`src/rtl/fetch_unit_if.sv`:
```
// -----------------------------------------------------------------------------
// fetch_unit_if
//
// Instruction-memory port of the fetch stage: a request channel (address with
// valid/ready) and a response channel (data with valid only, no back-pressure).
//
// Handshake semantics:
//   - A request transfers on a clk edge where imem_req_valid && imem_req_ready.
//     While valid is high and ready is low, the request is NOT committed; the
//     memory must treat it as abortable, and the fetch unit may drop valid or
//     change imem_addr only because of a redirect.
//   - At most one request is outstanding. Exactly one response cycle
//     (imem_resp_valid=1 for one clk) follows every accepted request, after any
//     latency of at least one cycle. The response channel cannot be stalled.
//
// Signals:
//   imem_req_valid   master->slave  request valid
//   imem_req_ready   slave->master  request accepted this cycle
//   imem_addr        master->slave  fetch address (DATA_WIDTH)
//   imem_resp_valid  slave->master  response data valid
//   imem_resp_data   slave->master  fetched instruction word (DATA_WIDTH)
// -----------------------------------------------------------------------------
interface fetch_unit_if #(
    parameter int unsigned DATA_WIDTH = 32
) ();

    logic                  imem_req_valid;
    logic                  imem_req_ready;
    logic [DATA_WIDTH-1:0] imem_addr;
    logic                  imem_resp_valid;
    logic [DATA_WIDTH-1:0] imem_resp_data;

    // Fetch unit side.
    modport master (
        output imem_req_valid,
        output imem_addr,
        input  imem_req_ready,
        input  imem_resp_valid,
        input  imem_resp_data
    );

    // Instruction memory side.
    modport slave (
        input  imem_req_valid,
        input  imem_addr,
        output imem_req_ready,
        output imem_resp_valid,
        output imem_resp_data
    );

endinterface

```
`src/rtl/fetch_unit.sv`:
```
// -----------------------------------------------------------------------------
// fetch_unit
//
// Instruction-fetch stage. Owns the PC, fetches one instruction at a time from
// instruction memory and presents the {instrF, PCF, PCPlus4F, validF} bundle to
// the IF/ID pipeline register.
//
//   - Holds the bundle unchanged while decode stalls (stallF=1).
//   - Redirects to PCTargetE when Execute resolves a taken branch/jump
//     (PCSrcE=1); any wrong-path fetch in flight is discarded.
//   - Drives a NOP bubble (validF=0, instrF=NOP_INSTR) whenever decode is
//     ready and no new instruction is loaded.
//
// Ports:
//   clk, rst        clock, synchronous active-high reset
//   stallF          decode cannot accept a new bundle; hold outputs
//   PCSrcE          redirect request from Execute
//   PCTargetE       redirect target
//   imem            instruction-memory port (fetch_unit_if.master)
//   instrF          instruction to IF/ID (registered)
//   PCF             PC of instrF (registered)
//   PCPlus4F        PCF+4, modulo 2^DATA_WIDTH (registered)
//   validF          bundle holds a real instruction (registered)
//   state_dbg       current FSM state, for debug/checkers
//                   (0=REQ, 1=WAIT, 2=HOLD)
//
// Throughput is one instruction every two cycles with a zero-wait memory,
// because only one request is ever outstanding.
// -----------------------------------------------------------------------------
module fetch_unit #(
    parameter int unsigned                DATA_WIDTH = 32,
    parameter logic [DATA_WIDTH-1:0]      RESET_PC   = DATA_WIDTH'(32'h0000_0000),
    parameter logic [DATA_WIDTH-1:0]      NOP_INSTR  = DATA_WIDTH'(32'h0000_0013)
) (
    input  logic                  clk,
    input  logic                  rst,
    input  logic                  stallF,
    input  logic                  PCSrcE,
    input  logic [DATA_WIDTH-1:0] PCTargetE,
    fetch_unit_if.master          imem,
    output logic [DATA_WIDTH-1:0] instrF,
    output logic [DATA_WIDTH-1:0] PCF,
    output logic [DATA_WIDTH-1:0] PCPlus4F,
    output logic                  validF,
    output logic [1:0]            state_dbg
);

    localparam logic [DATA_WIDTH-1:0] FOUR = DATA_WIDTH'(4);

    // REQ : request at pc_q is presented to memory
    // WAIT: one request accepted, waiting for its response
    // HOLD: response arrived while decode was stalled on a valid bundle;
    //       it sits in the hold buffer until decode frees up
    typedef enum logic [1:0] {
        REQ  = 2'd0,
        WAIT = 2'd1,
        HOLD = 2'd2
    } state_t;

    state_t state_q, state_d;

    // Fetch bookkeeping.
    logic [DATA_WIDTH-1:0] pc_q, pc_d;          // next address to request
    logic [DATA_WIDTH-1:0] req_pc_q, req_pc_d;  // address of outstanding request
    logic                  kill_q, kill_d;      // outstanding response is wrong-path

    // Hold buffer: one instruction parked while decode is stalled.
    logic [DATA_WIDTH-1:0] hold_instr_q, hold_instr_d;
    logic [DATA_WIDTH-1:0] hold_pc_q, hold_pc_d;

    // Output bundle registers.
    logic [DATA_WIDTH-1:0] instr_q, instr_d;
    logic [DATA_WIDTH-1:0] pcf_q, pcf_d;
    logic [DATA_WIDTH-1:0] pc4_q, pc4_d;
    logic                  valid_q, valid_d;

    logic                  accept;
    logic                  bundle_free;
    logic                  loaded;
    logic [DATA_WIDTH-1:0] req_pc_plus4;
    logic [DATA_WIDTH-1:0] hold_pc_plus4;

    // ------------------------------------------------------------------
    // Memory request side. The request is combinational from the state so
    // that a redirect in REQ immediately changes the presented address
    // on the following cycle without an extra bubble.
    // ------------------------------------------------------------------
    assign imem.imem_req_valid = (state_q == REQ) && !rst;
    assign imem.imem_addr      = pc_q;

    assign accept        = imem.imem_req_valid && imem.imem_req_ready;

    // Decode can take a new bundle if it is not stalling, or if the bundle
    // it is stalling on is only a bubble.
    assign bundle_free   = !stallF || !valid_q;

    // Wraps naturally modulo 2^DATA_WIDTH; no alignment check.
    assign req_pc_plus4  = req_pc_q + FOUR;
    assign hold_pc_plus4 = hold_pc_q + FOUR;

    // ------------------------------------------------------------------
    // State and data registers
    // ------------------------------------------------------------------
    always_ff @(posedge clk) begin
        if (rst) begin
            state_q      <= REQ;
            pc_q         <= RESET_PC;
            req_pc_q     <= '0;
            kill_q       <= 1'b0;
            hold_instr_q <= '0;
            hold_pc_q    <= '0;
            instr_q      <= NOP_INSTR;
            pcf_q        <= '0;
            pc4_q        <= '0;
            valid_q      <= 1'b0;
        end else begin
            state_q      <= state_d;
            pc_q         <= pc_d;
            req_pc_q     <= req_pc_d;
            kill_q       <= kill_d;
            hold_instr_q <= hold_instr_d;
            hold_pc_q    <= hold_pc_d;
            instr_q      <= instr_d;
            pcf_q        <= pcf_d;
            pc4_q        <= pc4_d;
            valid_q      <= valid_d;
        end
    end

    // ------------------------------------------------------------------
    // Next-state and bundle logic
    // ------------------------------------------------------------------
    always_comb begin
        state_d      = state_q;
        pc_d         = pc_q;
        req_pc_d     = req_pc_q;
        kill_d       = kill_q;
        hold_instr_d = hold_instr_q;
        hold_pc_d    = hold_pc_q;
        instr_d      = instr_q;
        pcf_d        = pcf_q;
        pc4_d        = pc4_q;
        valid_d      = valid_q;
        loaded       = 1'b0;

        case (state_q)
            REQ: begin
                if (accept) begin
                    req_pc_d = pc_q;
                    state_d  = WAIT;
                end
            end

            WAIT: begin
                if (imem.imem_resp_valid) begin
                    if (kill_q) begin
                        // Wrong-path data: drop it and fetch from pc_q,
                        // which already holds the redirect target.
                        kill_d  = 1'b0;
                        state_d = REQ;
                    end else if (bundle_free) begin
                        instr_d = imem.imem_resp_data;
                        pcf_d   = req_pc_q;
                        pc4_d   = req_pc_plus4;
                        valid_d = 1'b1;
                        loaded  = 1'b1;
                        pc_d    = req_pc_plus4;
                        state_d = REQ;
                    end else begin
                        hold_instr_d = imem.imem_resp_data;
                        hold_pc_d    = req_pc_q;
                        pc_d         = req_pc_plus4;
                        state_d      = HOLD;
                    end
                end
            end

            HOLD: begin
                if (!stallF) begin
                    instr_d = hold_instr_q;
                    pcf_d   = hold_pc_q;
                    pc4_d   = hold_pc_plus4;
                    valid_d = 1'b1;
                    loaded  = 1'b1;
                    state_d = REQ;
                end
            end

            default: begin
                state_d = REQ;
            end
        endcase

        // Bubble: decode is taking a bundle but nothing new arrived.
        // PCF/PCPlus4F deliberately keep their last value.
        if (!stallF && !loaded) begin
            valid_d = 1'b0;
            instr_d = NOP_INSTR;
        end

        // Redirect overrides stall, response and hold. Whatever the case
        // statement loaded into the bundle this cycle is wrong-path.
        if (PCSrcE) begin
            pc_d         = PCTargetE;
            valid_d      = 1'b0;
            instr_d      = NOP_INSTR;
            pcf_d        = pcf_q;
            pc4_d        = pc4_q;
            hold_instr_d = '0;
            hold_pc_d    = '0;
            case (state_q)
                REQ: begin
                    // A request accepted this same cycle fetched the old
                    // address; its response must be thrown away.
                    if (accept) begin
                        kill_d = 1'b1;
                    end
                end
                WAIT: begin
                    if (imem.imem_resp_valid) begin
                        kill_d  = 1'b0;
                        state_d = REQ;
                    end else begin
                        kill_d  = 1'b1;
                        state_d = WAIT;
                    end
                end
                HOLD: begin
                    state_d = REQ;
                end
                default: begin
                    state_d = REQ;
                end
            endcase
        end
    end

    // ------------------------------------------------------------------
    // Outputs
    // ------------------------------------------------------------------
    assign instrF    = instr_q;
    assign PCF       = pcf_q;
    assign PCPlus4F  = pc4_q;
    assign validF    = valid_q;
    assign state_dbg = state_q;

endmodule
```
`src/flat_wrapper.sv`:
```
// flat-port wrapper written by rule: the top's interface ports become plain ports
module fetch_unit_flat 
#(
    parameter int unsigned                DATA_WIDTH = 32,
    parameter logic [DATA_WIDTH-1:0]      RESET_PC   = DATA_WIDTH'(32'h0000_0000),
    parameter logic [DATA_WIDTH-1:0]      NOP_INSTR  = DATA_WIDTH'(32'h0000_0013)
)
  (clk, rst, stallF, PCSrcE, PCTargetE, instrF, PCF, PCPlus4F, validF, state_dbg, imem_imem_req_valid, imem_imem_addr, imem_imem_req_ready, imem_imem_resp_valid, imem_imem_resp_data);
  fetch_unit_if #(.DATA_WIDTH(DATA_WIDTH)) imem_i ();
  input  logic clk;
  input  logic rst;
  input  logic stallF;
  input  logic PCSrcE;
  input  logic [DATA_WIDTH-1:0] PCTargetE;
  output logic [DATA_WIDTH-1:0] instrF;
  output logic [DATA_WIDTH-1:0] PCF;
  output logic [DATA_WIDTH-1:0] PCPlus4F;
  output logic validF;
  output logic [1:0] state_dbg;
  output wire logic [$bits(imem_i.imem_req_valid)-1:0] imem_imem_req_valid;
  output wire logic [$bits(imem_i.imem_addr)-1:0] imem_imem_addr;
  input wire logic [$bits(imem_i.imem_req_ready)-1:0] imem_imem_req_ready;
  input wire logic [$bits(imem_i.imem_resp_valid)-1:0] imem_imem_resp_valid;
  input wire logic [$bits(imem_i.imem_resp_data)-1:0] imem_imem_resp_data;
  assign imem_imem_req_valid = imem_i.imem_req_valid;
  assign imem_imem_addr = imem_i.imem_addr;
  assign imem_i.imem_req_ready = imem_imem_req_ready;
  assign imem_i.imem_resp_valid = imem_imem_resp_valid;
  assign imem_i.imem_resp_data = imem_imem_resp_data;
  fetch_unit #(.DATA_WIDTH(DATA_WIDTH), .RESET_PC(RESET_PC), .NOP_INSTR(NOP_INSTR)) u_core (.clk(clk), .rst(rst), .stallF(stallF), .PCSrcE(PCSrcE), .PCTargetE(PCTargetE), .imem(imem_i), .instrF(instrF), .PCF(PCF), .PCPlus4F(PCPlus4F), .validF(validF), .state_dbg(state_dbg));
endmodule
```
`config.mk`:
```
export PLATFORM = sky130hd
export DESIGN_NAME = fetch_unit_flat
export DESIGN_NICKNAME = d
export VERILOG_FILES = /design/src/rtl/fetch_unit_if.sv /design/src/rtl/fetch_unit.sv /design/src/flat_wrapper.sv
export SDC_FILE = /design/constraint.sdc
export NUM_CORES = 1
export LEC_CHECK = 0
export CORE_ASPECT_RATIO = 0.9
export CORE_MARGIN = 2
export CORE_UTILIZATION = 45
export DETAILED_ROUTE_END_ITERATION = 12
export PLACE_DENSITY = 0.71
export SLEW_MARGIN = 20
export SYNTH_ARGS = -nofsm -noshare
export SYNTH_HDL_FRONTEND = slang
export SYNTH_SLANG_ARGS = --single-unit
```
`constraint.sdc`:
```
create_clock -name clk -period 3.1 [get_ports clk]
set_input_delay 0.62 -clock clk [delete_from_list [all_inputs] [get_ports clk]]
set_output_delay 0.62 -clock clk [all_outputs]
set_load 0.01 [all_outputs]
```
==> results.py, run 1 <==
metrics = {
    "outcome": {
        "status": "complete, no violations",
    },
    "power": {
        "irDropWorstVdd_mv": 0.298,
        "p_per_area_nw_per_um2": 496,
        "power_switching_mw": 1.60,
        "p_clk_share_pct": 42.0,
        "swShare_pct": 24.3,
        "p_int_mw": 4.99,
        "power_frac_comb_pct": 10.9,
        "p_leak_nw": 4.20,
        "p_seq_share_pct": 47.1,
    },
    "worst_hold_path": {
        "hold_class": "in -> reg",
        "hold_depth": 2,
        "holdPathEnd": "u_core.imem.imem_addr[26]",
        "hp-start": "rst",
    },
    "setup_path": {
        "crit_chain": "inv_1 > ha_1 > nor2b_1 > clkdlybuf4s50_1",
        "worstPathMaxFanout": 5,
        "path_buf_inv": 2,
        "timing.rr.end": "u_core.PCPlus4F[21]",
        "cpLargestDelayFamily": "buffers and inverters",
        "critPathKind": "reg -> out",
        "critPathRequiredTime_ns": 2.48,
        "crit_path_end_kind": "primary output",
        "r2r_slack_ns": 0.59,
        "arrival_ns": 1.95,
        "r2r_start": "u_core.state_dbg[1]",
        "crit_slowest_cell": "clkdlybuf4s50_1",
        "max_stage_delay_ns": 0.56,
        "critPathLaunchType": "register",
        "reg2reg_depth": 7,
    },
    "clocking": {
        "ctsHoldBuffers": 0,
        "numCtsBuffers": 24,
        "ctsResizeCount": 0,
        "root_buffer": "clkbuf_16",
        "clockBufferDepth": 3,
        "numClockSinks": 226,
        "htree_levels": 1,
        "cts_tree": "built",
        "clock_latency_ns": 0.52,
        "cts.clk_slew.worst_paths_ns": 0.06,
        "cts_setup_buffers": 0,
    },
    "global_routing": {
        "first_global_vias": 8930,
        "grt_pass1_wl_mm": 48.7,
        "groute.usage.overall_pct": 25.0,
        "antenna_found_initial": 0,
        "overflow": 0,
        "grt_max_degree": 98,
    },
    "sta": {
        "fin_tns_setup_ns": 0,
        "worst_slew_pin_slew_ns": 0.820,
        "finalWorstSetupSlack_ns": 0.526,
        "fin_crit_ns": 2.57,
        "final-max-slew-violation-count": 0,
        "setup_viol": 0,
        "fmax_mhz": 388,
        "hold_violations": 0,
        "relSlewSlack_pct": 45.1,
        "rsz0062_at_grt": "false",
        "clock_skew_ns": 0.0120,
        "post-route-period-util_pct": 83.0,
    },
    "routing": {
        "drt_iter0_drc": 1003,
        "vias": 9930,
        "drt_pass1_iterations": 7,
        "drc_errors": 0,
        "drtAntennaViolNets": 0,
        "vias_per_cell": 5.74,
        "wl_per_cell_um": 18.0,
        "routed_wl_mm": 31.1,
    },
    "cells_and_area": {
        "stdcell_count": 1731,
        "diodes": 0,
        "syn2layout_area_growth_pct": 28.3,
        "fill_cells": 1964,
        "multi_input_area_um2": 5340,
        "drive_gt1_share_pct": 5.86,
        "num-nets-final": 1497,
        "seqCellArea_um2": 4520,
    },
    "die": {
        "initial_core_util_pct": 45.9,
        "io_pins": 202,
        "die_w_um": 164,
        "die_y_um": 148,
        "die_area_um2": 24300,
        "core_um2": 22600,
        "rows": 52,
    },
    "yosys": {
        "syn_area_um2": 10400,
        "yosysTopAreaCellShare_pct": 43.7,
        "yosys.area.top_type": "dfxtp_1",
        "yosys_register_bits": 226,
        "yosysWarnings": 0,
        "synth_common_cells": "nand2_1 (274), dfxtp_1 (226), clkbuf_1 (94), a21oi_1 (89), nor2_1 (85)",
        "syn_avg_cell_area_um2": 8.01,
        "seq_area_frac_synth_pct": 43.7,
        "ys_dominant_reg_cell": "dfxtp_1",
        "synthTopCellsByArea": "dfxtp_1 (44%), nand2_1 (9.9%), mux2i_1 (6.6%)",
        "synth_most_common_cell": "nand2_1",
        "synth_nets": 1370,
        "synth_edf_count": 0,
        "async_flop_share_pct": 0,
        "ys_types": 59,
        "syn_inst": 1294,
    },
    "placement": {
        "dp.cells": 1692,
        "pre_cts_ws_ns": 0.478,
        "hpwl_mm": 21.5,
        "place_congestion": 0.923,
        "portBuffers": 201,
    },
    "run": {
        "drv_cap": 0,
    },
}
cell families (layout without fill, tap and decap cells):
group	after synthesis	after routing	synth area share [%]
AOI/OAI and AO/OA	300	300	18.6
xor gates and xnor gates	26	26	2.20
and+or+nand+nor	530	530	22.9
DFF	226	226	43.7
buffers and inverters	137	277	5.22
adders and majority gates	6	6	0.724
muxes	69	69	6.68
registers in the layout (all words and copies together) (netlist names):
name and flops:
u_core.req_pc_q 32, u_core.imem.imem_addr 32, u_core.validF 1, u_core.hold_instr_q 32
u_core.kill_q 1, u_core.PCPlus4F 30, u_core.state_dbg 2, u_core.hold_pc_q 32
u_core.instrF 32, u_core.PCF 32
per-stage QoR:
step                hold slack, ns  instance area, um^2  util (%)  power (mW)
finish                       0.341                13300      58.9        6.59
global route                 0.354                13300      58.9        6.84
CTS                          0.326                13300      58.9        6.63
detailed placement           0.444                12500      55.5        3.87
global placement             0.441                12500      55.5        3.86
floorplan                    0.436                10400         -        3.50
power by group through the flow:
stage | Combinational, mW | Sequential, mW | Clock (mW)
3_5_place_dp | 0.710 | 3.16 | 0
2_1_floorplan | 0.349 | 3.15 | 0
4_1_cts | 0.714 | 3.10 | 2.82
5_1_grt | 0.783 | 3.11 | 2.94
3_3_place_gp | 0.702 | 3.16 | 0
6_report | 0.715 | 3.10 | 2.77
routing by layer:
layer	vias up	track usage, %	part of all wire, %
met5	-	0	0
met2	437	35.5	42
met3	67	3.23	8.3
met4	0	7.02	2.7
met1	4588	39.0	47
li1	4838	-	-
worst max path at each step:
stage | start | endpoint | slack (ns) | cells past startpoint
finish | u_core.state_dbg[0] | imem_imem_req_valid | 0.53 | 4
detailed placement | stallF | u_core.PCPlus4F[31] | 0.48 | 6
CTS | u_core.state_dbg[0] | imem_imem_req_valid | 0.51 | 4
floorplan | u_core.state_dbg[0] | u_core.PCF[10] | 0.71 | 10
global route | u_core.state_dbg[0] | imem_imem_req_valid | 0.42 | 4
global placement | imem_imem_resp_valid | u_core.PCPlus4F[12] | 0.56 | 6
layout make-up:
cell class,count,area share [%]
multi-input combinational,931,40.2
sequential,226,34.0
timing repair buffer,224,16.9
clock buffer,37,5.65
tap,297,2.80
inverter,14,0.395
clock inverter,2,0.0753
cells in the final DEF, fill, tap and decap left out, types with 14 or more instances in the layout:
master	n
dfxtp_1	226
buf_4	18
nand2_1	273
a21oi_1	89
nor3_1	38
mux2i_1	68
clkbuf_16	25
xnor2_1	14
clkdlybuf4s50_1	200
o21ai_0	55
a211oi_1	58
nor4_1	16
nand4_1	24
nand3_1	39
nor2_1	85
o211ai_1	14
No activity file was read; power rests on OpenSTA's default activity.
==> run 2: changes to the inputs <==
==> constraint.sdc (replaced) <==
create_clock -name clk -period 2.4 [get_ports clk]
set_input_delay 0.48 -clock clk [delete_from_list [all_inputs] [get_ports clk]]
set_output_delay 0.48 -clock clk [all_outputs]
set_load 0.01 [all_outputs]
==> run 2 against run 1 <==
Net effect: routed wire length is 2.4% higher; combinational power rose by 41%; die area stayed put; utilization is 2.0 points higher; count of clock-buffer cells in the layout down 4; final area is 3.4% higher; worst setup slack worse by 0.36 ns; final cell count increased by 2.8%; critical path type is now reg -> reg; largest cell class unchanged; largest power group unchanged.
==> results.py, run 2 (synthesized netlist as in run 1, its figures left out) <==
metrics = {
    "sta": {
        "rsz0062_at_grt": "false",
        "fin_tns_setup_ns": 0,
        "fin_crit_ns": 2.23,
        "post-route-period-util_pct": 93.1,
        "final-max-slew-violation-count": 0,
        "setup_viol": 0,
        "clock_skew_ns": 0.0192,
        "fmax_mhz": 448,
        "hold_violations": 0,
        "relSlewSlack_pct": 45.7,
        "worst_slew_pin_slew_ns": 0.812,
    },
    "die": {
        "io_pins": 202,
        "initial_core_util_pct": 45.9,
        "rows": 52,
        "die_area_um2": 24300,
        "die_y_um": 148,
        "core_um2": 22600,
        "die_w_um": 164,
    },
    "cells_and_area": {
        "syn2layout_area_growth_pct": 32.6,
        "num-nets-final": 1544,
        "diodes": 0,
        "final_cell_mix": "nand2_1 (273), dfxtp_1 (226), clkdlybuf4s50_1 (199)",
        "stdcell_count": 1780,
        "final_area_um2": 13700,
        "final_core_util_pct": 60.9,
        "mostFrequentLayoutCell": "nand2_1",
        "drive_gt1_share_pct": 8.77,
    },
    "placement": {
        "hpwl_mm": 22.5,
        "portBuffers": 201,
        "place_congestion": 0.884,
        "place_area_um2": 13000,
        "dp.cells": 1739,
    },
    "setup_path": {
        "max_stage_delay_ns": 0.66,
        "worstPathMaxFanout": 6,
        "critPathLaunchType": "register",
        "crit_chain": "nand3_1 > or4_1 > o21a_1 > nor3_1 > o22ai_1",
        "critPathRequiredTime_ns": 2.79,
        "arrival_ns": 2.62,
        "crit_slowest_cell": "or4_1",
        "r2r_slack_ns": 0.17,
        "critPathKind": "reg -> reg",
        "crit_path_end_kind": "register",
    },
    "outcome": {
        "status": "complete, no violations",
    },
    "global_routing": {
        "groute.usage.overall_pct": 25.5,
        "antenna_found_initial": 0,
        "grt_pass1_wl_mm": 49.4,
        "first_global_vias": 8944,
        "grt_max_degree": 93,
        "overflow": 0,
    },
    "routing": {
        "drtAntennaViolNets": 0,
        "vias_per_cell": 5.67,
        "wl_per_cell_um": 17.9,
        "drt_pass1_iterations": 6,
        "drt_iter0_drc": 897,
        "vias": 10086,
        "drc_errors": 0,
        "routed_wl_mm": 31.8,
    },
    "clocking": {
        "cts.clk_slew.worst_paths_ns": 0.06,
        "clockBufferDepth": 3,
        "cts_setup_buffers": 0,
        "cts_tree": "built",
        "root_buffer": "clkbuf_16",
        "numCtsBuffers": 24,
        "clock_latency_ns": 0.52,
        "numClockSinks": 226,
        "htree_levels": 1,
    },
    "worst_hold_path": {
        "hold_class": "in -> reg",
    },
    "power": {
        "p_leak_nw": 4.47,
        "p_per_area_nw_per_um2": 636,
        "irDropWorstVdd_mv": 0.459,
        "power_mw": 8.73,
    },
    "run": {
        "drv_cap": 0,
    },
}
==> run 2: cell types whose count changed in the layout (fill, tap and decap cells not counted), sizes merged <==
| cell | change |
|---|---|
| buf | +47 |
| bufinv | +3 |
| clkbuf | -4 |
| clkdlybuf4s50 | -1 |
| clkinv | +3 |
| dlygate4sd2 | +1 |
==> run 2: cell type report <==
cell class / instances / area, um^2
clock buffers: 33 / 666
inverters: 14 / 52.6
multi-input cells: 931 / 5340
fillers: 1933 / 8840
flip-flops and latches: 226 / 4520
repair buffers: 271 / 2670
clock inverters: 8 / 115
well taps: 297 / 372
==> run 2: worst paths after layout <==
kind / start / to / cells after the start
worst max-delay path: u_core.req_pc_q[12] / u_core.imem.imem_addr[26] / 5
worst min-delay path: rst / u_core.state_dbg[1] / 2
worst max register to register: u_core.req_pc_q[12] / u_core.imem.imem_addr[26] / 5
worst min register to register: u_core.hold_instr_q[13] / u_core.hold_instr_q[13] / 2
==> run 2: report_power, final <==
part / switching [mW] / internal [mW] / total [mW]
clock network: 1.50 / 2.25 / 3.75
registers: 0.104 / 3.88 / 3.98
logic: 0.525 / 0.484 / 1.01
total: 2.13 / 6.61 / 8.73
==> run 2: what timing repair did <==
action                                  in CTS  in global routing
endpoints found under the setup margin       1                  0
gates resized for setup                      1                  0
hold buffers                                 0                  0
==> run 2: routing by layer <==
metal	vias up	global-route usage (%)	share of wire, %	wire [um]
met5	-	0	0	0
met4	0	7.50	2.7	864
met3	59	4.18	9.0	2850
met2	460	35.3	41	13200
met1	4656	40.1	47	14900
li1	4911	-	-	-
==> run 2: worst max-delay path: cells and delay by family, from the launching register on <==
family / cells / cell delay [ns]
flops: 1 / 0.50
compound gates: 2 / 0.36
simple gates: 3 / 1.22
==> run 2: metrics by stage <==
step	worst slack [ns]	hold slack (ns)
final	0.166	0.260
after global routing	0.0203	0.286
after CTS	0.184	0.242
after detailed placement	0.0611	0.446
after global placement	0.108	0.441
after floorplan	0.0125	0.436
